### config.mk
export PLATFORM = sky130hd
export DESIGN_NAME = instr_encoder
export DESIGN_NICKNAME = d
export VERILOG_FILES = /design/src/rtl/instr_encoder.sv
export SDC_FILE = /design/constraint.sdc
export NUM_CORES = 1
export LEC_CHECK = 0
export BUFFER_PORTS_ARGS = -buffer_cell sky130_fd_sc_hd__buf_2
export CORE_UTILIZATION = 55
export DETAILED_ROUTE_END_ITERATION = 10
export GPL_TIMING_DRIVEN = 0
export HOLD_SLACK_MARGIN = 0.12
export PLACE_DENSITY_LB_ADDON = 0.2
export SKIP_CTS_REPAIR_TIMING = 1
export SYNTH_ARGS = -nofsm -noshare
export SYNTH_HDL_FRONTEND = slang
export SYNTH_SLANG_ARGS = --single-unit
### constraint.sdc
create_clock -name clk -period 2.95 [get_ports clk]
set_input_delay 0.59 -clock clk [delete_from_list [all_inputs] [get_ports clk]]
set_output_delay 0.59 -clock clk [all_outputs]
set_load 0.1 [all_outputs]
### src/rtl/instr_encoder.sv
// rtl/instr_encoder.sv - field-level requests to 32-bit R/I-type words, buffered in a FIFO
// Optional feature: ENC_PARITY_EN adds out_parity, stored as a 33rd FIFO bit.
module instr_encoder #(
  parameter int DEPTH = 4,
  parameter int CNT_W = 3
) (
  input  logic             clk,
  input  logic             rst_n,
  input  logic             in_valid,
  output logic             in_ready,
  input  logic [3:0]       in_op,
  input  logic [4:0]       in_rs,
  input  logic [4:0]       in_rt,
  input  logic [4:0]       in_rd,
  input  logic [4:0]       in_shamt,
  input  logic [15:0]      in_imm,
  output logic             out_valid,
  input  logic             out_ready,
  output logic [31:0]      out_instr,
  output logic             err,
  output logic [CNT_W-1:0] count
`ifdef ENC_PARITY_EN
  ,
  output logic             out_parity
`endif
);

  localparam int AW = $clog2(DEPTH);
`ifdef ENC_PARITY_EN
  localparam int DW = 33;
`else
  localparam int DW = 32;
`endif
  localparam logic [CNT_W-1:0] DEPTH_C = CNT_W'(DEPTH);

  logic [DW-1:0]    mem_q [DEPTH];
  logic [AW-1:0]    wr_ptr_q, wr_ptr_d;
  logic [AW-1:0]    rd_ptr_q, rd_ptr_d;
  logic [CNT_W-1:0] count_q, count_d;
  logic             err_q, err_d;

  logic [31:0]      enc_word;
  logic             enc_legal;
  logic [DW-1:0]    wr_data;
  logic             accept, push, pop;

  always_comb begin
    enc_word  = 32'h0;
    enc_legal = 1'b1;
    case (in_op)
      4'd0: enc_word = {6'b000000, in_rs, in_rt, in_rd, 5'd0, 6'b100000};
      4'd1: enc_word = {6'b000000, in_rs, in_rt, in_rd, 5'd0, 6'b100010};
      4'd2: enc_word = {6'b000000, in_rs, in_rt, in_rd, 5'd0, 6'b100100};
      4'd3: enc_word = {6'b000000, in_rs, in_rt, in_rd, 5'd0, 6'b100101};
      4'd4: enc_word = {6'b000000, in_rs, in_rt, in_rd, 5'd0, 6'b101010};
      4'd5: enc_word = {6'b000000, 5'd0, in_rt, in_rd, in_shamt, 6'b000000};
      4'd6: enc_word = {6'b100011, in_rs, in_rt, in_imm};
      4'd7: enc_word = {6'b101011, in_rs, in_rt, in_imm};
      4'd8: enc_word = {6'b000100, in_rs, in_rt, in_imm};
      4'd9: enc_word = {6'b001000, in_rs, in_rt, in_imm};
      default: enc_legal = 1'b0;
    endcase
  end

`ifdef ENC_PARITY_EN
  assign wr_data = {^enc_word, enc_word};
`else
  assign wr_data = enc_word;
`endif

  // Full/empty come only from the registered count; no same-cycle pass-through.
  assign in_ready  = (count_q < DEPTH_C);
  assign out_valid = (count_q != '0);
  assign accept    = in_valid && in_ready;
  assign push      = accept && enc_legal;
  assign pop       = out_valid && out_ready;

  always_comb begin
    wr_ptr_d = wr_ptr_q;
    rd_ptr_d = rd_ptr_q;
    count_d  = count_q;
    err_d    = accept && !enc_legal;
    if (push) wr_ptr_d = wr_ptr_q + AW'(1);
    if (pop)  rd_ptr_d = rd_ptr_q + AW'(1);
    if (push && !pop)      count_d = count_q + CNT_W'(1);
    else if (pop && !push) count_d = count_q - CNT_W'(1);
  end

  always_ff @(posedge clk or negedge rst_n) begin
    if (!rst_n) begin
      wr_ptr_q <= '0;
      rd_ptr_q <= '0;
      count_q  <= '0;
      err_q    <= 1'b0;
    end else begin
      wr_ptr_q <= wr_ptr_d;
      rd_ptr_q <= rd_ptr_d;
      count_q  <= count_d;
      err_q    <= err_d;
    end
  end

  // Storage needs no reset: the head is masked to zero whenever count is zero.
  always_ff @(posedge clk) begin
    if (push) mem_q[wr_ptr_q] <= wr_data;
  end

  assign out_instr = out_valid ? mem_q[rd_ptr_q][31:0] : 32'h0;
  assign err       = err_q;
  assign count     = count_q;

`ifdef ENC_PARITY_EN
  assign out_parity = out_valid ? mem_q[rd_ptr_q][32] : 1'b0;
`endif

endmodule

==> load_flow_metrics.sql, run 1 <==
INSERT INTO impl_metrics (metric_group, metric, value, unit) VALUES
('final_layout', 'seqCellArea', '0.00369', 'mm²'),
('final_layout', 'commonest_cells_after_routing_fill_and_taps_aside', '116 x sky130_fd_sc_hd__edfxtp_1, 81 x sky130_fd_sc_hd__buf_2, 41 x sky130_fd_sc_hd__and2_1, 29 x sky130_fd_sc_hd__mux4_2', ''),
('timing', 'final_slew_violations', '0', ''),
('final_layout', 'n_antenna_cell', '0', ''),
('cts', 'clock-sinks', '124', ''),
('critical_path', 'worst_setup_path_start_kind', 'flip-flop', ''),
('yosys', 'post-synth-top-area-fraction', '0.656', ''),
('placement', 'dp.final_hpwl', '6580', 'µm'),
('yosys', 'syn_nets', '352', ''),
('yosys', 'netlist.top_cell.by_area', 'sky130_fd_sc_hd__edfxtp_1', ''),
('yosys', 'ys_types', '34', ''),
('run', 'drv_cap', '0', ''),
('final_layout', 'multi_input_comb_area', '0.00149', 'mm²'),
('yosys', 'yosysWarningCount', '0', ''),
('floorplan', 'row_count', '35', ''),
('critical_path', 'critical_path.endpoint_type', 'primary output', ''),
('floorplan', 'die_x', '100', 'µm'),
('critical_path', 'worst-endpoint-required', '2.36', 'ns'),
('cts', 'max-clock-path-buffers', '2', ''),
('routing', 'drc_marker_count_from_the_first_detailed_route_iteration', '191', ''),
('final_layout', 'final.fill_count', '643', ''),
('critical_path', 'timing.critical_path.fanout_max', '10', ''),
('timing', 'grt_setup_unrepaired', 'no', ''),
('global_route', 'grt_pass1_wl', '16300', 'µm'),
('floorplan', 'core_ar', '0.00928', 'mm²'),
('routing', 'ant_nets', '0', ''),
('critical_path', 'crit_arrival', '2.25', 'ns'),
('global_route', 'grt.overflow.total', '0', ''),
('floorplan', 'boundaryPins', '82', ''),
('yosys', 'avg_cell_area_syn', '17.6', 'µm²'),
('critical_path', 'worst-r2r-cell-count', '8', ''),
('min_path', 'min_to', 'err$_DFF_PN0_', ''),
('final_layout', 'areaGrowthSynthToFinish', '21.8', '%'),
('timing', 'finalCritPeriodShare', '0.964', ''),
('critical_path', 'critPathKind', 'flip-flop to primary output', ''),
('yosys', 'syn_inst', '302', ''),
('timing', 'skew', '0.0126', 'ns'),
('cts', 'clock_insertion_delay_worst_skew', '0.51', 'ns'),
('yosys', 'post_synth_main_area_contributors', 'sky130_fd_sc_hd__edfxtp_1 66%, sky130_fd_sc_hd__mux4_2 12%, sky130_fd_sc_hd__and2_1 5.4%', ''),
('global_route', 'first_global_vias', '3080', ''),
('routing', 'vias_per_cell', '5.63', ''),
('critical_path', 'timing.rr.start', 'count[2]$_DFFE_PN0P_', ''),
('min_path', 'worstHoldPathType', 'input pin to flip-flop', ''),
('yosys', 'ys_ff_latch', '124', ''),
('outcome', 'run_status', 'completed', ''),
('cts', 'tritoncts', 'yes', ''),
('timing', 'setup_viol', '0', ''),
('critical_path', 'destination_of_the_worst_register_to_register_timing_path', 'count[2]$_DFFE_PN0P_', ''),
('floorplan', 'die_y', '100', 'µm'),
('placement', 'port_buffers', '79', ''),
('timing', 'final_hold_viol_count', '0', ''),
('yosys', 'synth.yosys.seq_area_share', '0.694', ''),
('final_layout', 'drive_gt1_frac', '0.389', ''),
('routing', 'wire_per_inst', '19.6', 'µm'),
('routing', 'drt_pass1_iterations', '5', ''),
('routing', 'detail_route.drc_violations', '0', ''),
('cts', 'cts_htree_levels', '4', ''),
('timing', 'worst_slack', '0.106', 'ns'),
('placement', 'place.gp.congestion', '0.763', ''),
('final_layout', 'nNetsFinal', '451', ''),
('min_path', 'hold_path.startpoint', 'in_valid', ''),
('yosys', 'post_synth_instance_area', '0.00531', 'mm²'),
('cts', 'cts.reportedPaths.clkPinSlew', '0.05', 'ns'),
('routing', 'route.vias.total', '3057', ''),
('final_layout', 'final_common_cell', 'sky130_fd_sc_hd__edfxtp_1', ''),
('global_route', 'antenna_found_initial', '0', ''),
('routing', 'finalWirelength', '10700', 'µm'),
('min_path', 'timing.hold.worst_path_depth', '2', ''),
('global_route', 'grt_start_max_net_pins', '30', ''),
('critical_path', 'rrSetupSlack', '0.72', 'ns'),
('timing', 'max_freq', '352', 'MHz'),
('placement', 'placement.setup.worst_slack', '0.301', 'ns'),
('timing', 'finalCriticalPeriod', '2.84', 'ns'),
('timing', 'max_slew.worst_pin.slew', '0.802', 'ns'),
('floorplan', 'floorplan.initialDensity', '0.572', ''),
('timing', 'fin_setup_tns', '0', 'ns'),
('cts', 'clock_tree.root_cell', 'sky130_fd_sc_hd__clkbuf_8', ''),
('global_route', 'grt.total_usage', '0.230', ''),
('cts', 'cts-buffers-inserted', '17', ''),
('timing', 'max-slew-margin-rel', '0.465', ''),
('floorplan', 'dieArea', '0.0100', 'mm²');
[per-layer routing]
metal  global-route usage  up-vias  wire length, µm
li1                     -     1372                -
met1                0.295     1528             4280
met2                0.378      140             5420
met3               0.0606       17              801
met4               0.0948        0              151
met5                    0        -                0
[worst max path at each step]
stage | start | endpoint | slack [ns] | depth (start not counted)
6_report | count[2]$_DFFE_PN0P_ | out_instr[27] | 0.11 | 5
2_1_floorplan | count[0]$_DFFE_PN0P_ | out_instr[20] | 0.05 | 3
3_5_place_dp | in_op[2] | count[2]$_DFFE_PN0P_ | 0.30 | 10
3_3_place_gp | in_op[2] | mem_q[0][9]$_DFFE_PP_ | -0.17 | 5
5_1_grt | count[2]$_DFFE_PN0P_ | out_instr[27] | 0.03 | 5
4_1_cts | rd_ptr_q[1]$_DFFE_PN0P_ | out_instr[27] | -0.002 | 5
[cell families after synthesis]
kind of cell	after synthesis	synth area share
buf+inv	25	0.0259
other cells	1	0.000707
flops	124	0.694
mux	31	0.128
simple gates	69	0.0764
compound gates	40	0.0495
xor+xnor	6	0.00990
fa+ha+maj	6	0.0156
[cell type report]
cell class / count / area share
tap: 129 / 0.0250
buffer: 19 / 0.0184
multi-input combinational: 153 / 0.231
timing repair buffer: 80 / 0.0627
sequential: 124 / 0.571
clock buffer: 19 / 0.0652
inverter: 6 / 0.00348
clock inverter: 13 / 0.0232
[critical path, stage by stage (launching register included)]
cell and delay (ns):
sky130_fd_sc_hd__dfrtp_2 0.42, sky130_fd_sc_hd__or3_1 0.47, sky130_fd_sc_hd__clkbuf_2 0.25, sky130_fd_sc_hd__and2_4 0.20, sky130_fd_sc_hd__buf_4 0.12, sky130_fd_sc_hd__buf_2 0.28
[state kept, by name (all words and copies together) (netlist names)]
| name | count |
|---|---|
| wr_ptr_q | 2 |
| err | 1 |
| rd_ptr_q | 2 |
| mem_q | 116 |
| count | 3 |
[cells in the mapped netlist, drive strengths merged]
library cell and number:
o2bb2ai 1, nand2 9, dfrtp 8, mux2 2
edfxtp 116, xor2 1, o22ai 7, xnor2 5
nor4 1, nand2b 1, ha 5, a21oi 5
inv 6, or3 1, and3 1, conb 1
and2 46, clkbuf 9, nor2b 3, fa 1
nor3b 2, o21ai 9, buf 10, o21bai 1
mux4 29, a2bb2oi 1, a22oi 16, nor2 4
nand3 1
[per-stage QoR]
stage / cells / area (µm²) / utilization / hold WS, ns
after CTS: 542 / 6450 / 0.695 / -0.0937
after floorplan: 302 / 5320 / - / 0.294
after global routing: 543 / 6460 / 0.696 / 0.332
final: 543 / 6460 / 0.696 / 0.343
after detailed placement: 510 / 5880 / 0.633 / 0.445
after global placement: 510 / 5870 / 0.632 / 0.444
Power of run 1 is left out: the tool's default activity adds up to more than one toggle a clock period on the data nets, which glitch-free logic cannot reach.
==> run 2, diff against run 1 <==
--- a/config.mk
+++ b/config.mk
@@ -9,8 +9,8 @@
 export CORE_UTILIZATION = 55
 export DETAILED_ROUTE_END_ITERATION = 10
 export GPL_TIMING_DRIVEN = 0
-export HOLD_SLACK_MARGIN = 0.12
 export PLACE_DENSITY_LB_ADDON = 0.2
+export REMOVE_ABC_BUFFERS = 1
 export SKIP_CTS_REPAIR_TIMING = 1
 export SYNTH_ARGS = -nofsm -noshare
 export SYNTH_HDL_FRONTEND = slang
==> run 2 against run 1 <==
Effect of this change:
- worst hold slack improved by 0.0056 ns
- critical path type unchanged
- routed wire length decreased by 4.4%
- clock skew decreased by 0.0066 ns
- clock-buffer cell count decreased by 2
- die area unchanged
- global-route usage decreased by 1.2 points
==> load_flow_metrics.sql, run 2 (same netlist as run 1, synthesis figures left out) <==
INSERT INTO impl_metrics (metric_group, metric, value, unit) VALUES
('critical_path', 'worst_setup_path_start_kind', 'flip-flop', ''),
('final_layout', 'n_antenna_cell', '0', ''),
('routing', 'drt_pass1_iterations', '5', ''),
('cts', 'max-clock-path-buffers', '2', ''),
('routing', 'finalWirelength', '10200', 'µm'),
('routing', 'ant_nets', '0', ''),
('final_layout', 'final_common_cell', 'sky130_fd_sc_hd__edfxtp_1', ''),
('global_route', 'grt.total_usage', '0.219', ''),
('timing', 'setup_viol', '0', ''),
('final_layout', 'nNetsFinal', '436', ''),
('critical_path', 'critPathKind', 'flip-flop to primary output', ''),
('critical_path', 'timing.rr.start', 'count[0]$_DFFE_PN0P_', ''),
('floorplan', 'die_x', '100', 'µm'),
('timing', 'grt_setup_unrepaired', 'no', ''),
('critical_path', 'critical_path.endpoint_type', 'primary output', ''),
('critical_path', 'crit_arrival', '2.16', 'ns'),
('timing', 'finalCritPeriodShare', '0.931', ''),
('outcome', 'run_status', 'completed', ''),
('cts', 'cts.reportedPaths.clkPinSlew', '0.06', 'ns'),
('critical_path', 'timing.critical_path.fanout_max', '23', ''),
('final_layout', 'number_of_flip_flops_under_the_largest_register_name', '116', ''),
('global_route', 'grt_pass1_wl', '15500', 'µm'),
('placement', 'port_buffers', '80', ''),
('timing', 'worst_slack', '0.202', 'ns'),
('timing', 'max-slew-margin-rel', '0.460', ''),
('final_layout', 'areaGrowthSynthToFinish', '22.3', '%'),
('timing', 'final_slew_violations', '0', ''),
('final_layout', 'regMostFlops', 'mem_q', ''),
('routing', 'wire_per_inst', '19.3', 'µm'),
('critical_path', 'critPathLaunch', 'rd_ptr_q[0]$_DFFE_PN0P_', ''),
('global_route', 'grt_start_max_net_pins', '33', ''),
('min_path', 'worstHoldPathType', 'input pin to flip-flop', ''),
('final_layout', 'final_core_utilization', '0.699', ''),
('cts', 'cts_htree_levels', '4', ''),
('cts', 'clock-sinks', '124', ''),
('routing', 'vias_per_cell', '5.55', ''),
('cts', 'cts-buffers-inserted', '17', ''),
('timing', 'max_slew.worst_pin.slew', '0.810', 'ns'),
('global_route', 'grt.overflow.total', '0', ''),
('final_layout', 'final.fill_count', '624', ''),
('routing', 'drc_marker_count_from_the_first_detailed_route_iteration', '133', ''),
('timing', 'finalCriticalPeriod', '2.75', 'ns'),
('global_route', 'first_global_vias', '3016', ''),
('floorplan', 'core_ar', '0.00928', 'mm²'),
('timing', 'final_hold_viol_count', '0', ''),
('timing', 'skew', '0.00599', 'ns'),
('routing', 'route.vias.total', '2929', ''),
('run', 'drv_cap', '0', ''),
('placement', 'placement.setup.worst_slack', '0.0176', 'ns'),
('floorplan', 'row_count', '35', ''),
('floorplan', 'boundaryPins', '82', ''),
('cts', 'tritoncts', 'yes', ''),
('floorplan', 'dieArea', '0.0100', 'mm²'),
('placement', 'dp.final_hpwl', '5790', 'µm'),
('final_layout', 'drive_gt1_frac', '0.386', ''),
('cts', 'clock_tree.root_cell', 'sky130_fd_sc_hd__clkbuf_8', ''),
('routing', 'detail_route.drc_violations', '0', ''),
('min_path', 'hold_path.startpoint', 'in_valid', ''),
('floorplan', 'die_y', '100', 'µm'),
('floorplan', 'floorplan.initialDensity', '0.572', ''),
('timing', 'hold-worst-slack', '0.349', 'ns'),
('cts', 'clock_insertion_delay_worst_skew', '0.52', 'ns'),
('critical_path', 'worst-endpoint-required', '2.36', 'ns'),
('final_layout', 'commonest_cells_after_routing_fill_and_taps_aside', '116 x sky130_fd_sc_hd__edfxtp_1, 80 x sky130_fd_sc_hd__buf_2, 42 x sky130_fd_sc_hd__and2_1, 29 x sky130_fd_sc_hd__mux4_2', ''),
('global_route', 'antenna_found_initial', '0', ''),
('placement', 'place.gp.congestion', '0.689', ''),
('timing', 'max_freq', '364', 'MHz');
## run 2: layout make-up
class / instances / area (µm²) / area share
clock buffer: 17 / 414 / 0.0638
clock inverter: 15 / 245 / 0.0378
inverter: 6 / 22.5 / 0.00347
multi-input combinational: 153 / 1500 / 0.231
sequential: 124 / 3690 / 0.568
tap: 129 / 161 / 0.0249
timing repair buffer: 84 / 465 / 0.0717
## run 2: path summary, 6_finish.rpt
| check | to | slack, ns | depth (start not counted) |
|---|---|---|---|
| min in group asynchronous | err$_DFF_PN0_ | 0.45 | 2 |
| worst max register to register | count[2]$_DFFE_PN0P_ | 0.66 | 8 |
| max in group asynchronous | rd_ptr_q[0]$_DFFE_PN0P_ | 2.32 | 2 |
| worst min-delay path | err$_DFF_PN0_ | 0.35 | 2 |
| worst max-delay path | out_instr[11] | 0.20 | 4 |
| worst min register to register | err$_DFF_PN0_ | 0.50 | 1 |
## run 2: through the flow
step	setup TNS [ns]	cell area [µm²]	std cells
final	0	6490	528
after global routing	0	6490	528
after CTS	-14.74	6440	525
after detailed placement	0	5780	493
after global placement	-53.14	5750	492
after floorplan	-42.96	5190	283
## run 2: routing by layer
layer,global-route usage,part of all wire,up-vias
li1,-,-,1346
met1,0.284,0.42,1462
met2,0.361,0.51,109
met3,0.0515,0.058,12
met4,0.0858,0.013,0
met5,0,0,-
## run 2: worst max-delay path, cell delays in order (launching register included)
cell and delay [ns]:
sky130_fd_sc_hd__dfrtp_2 0.39, sky130_fd_sc_hd__buf_12 0.22, sky130_fd_sc_hd__mux4_2 0.53, sky130_fd_sc_hd__and2_1 0.20, sky130_fd_sc_hd__buf_2 0.29
Power of run 2 is left out for the same reason.
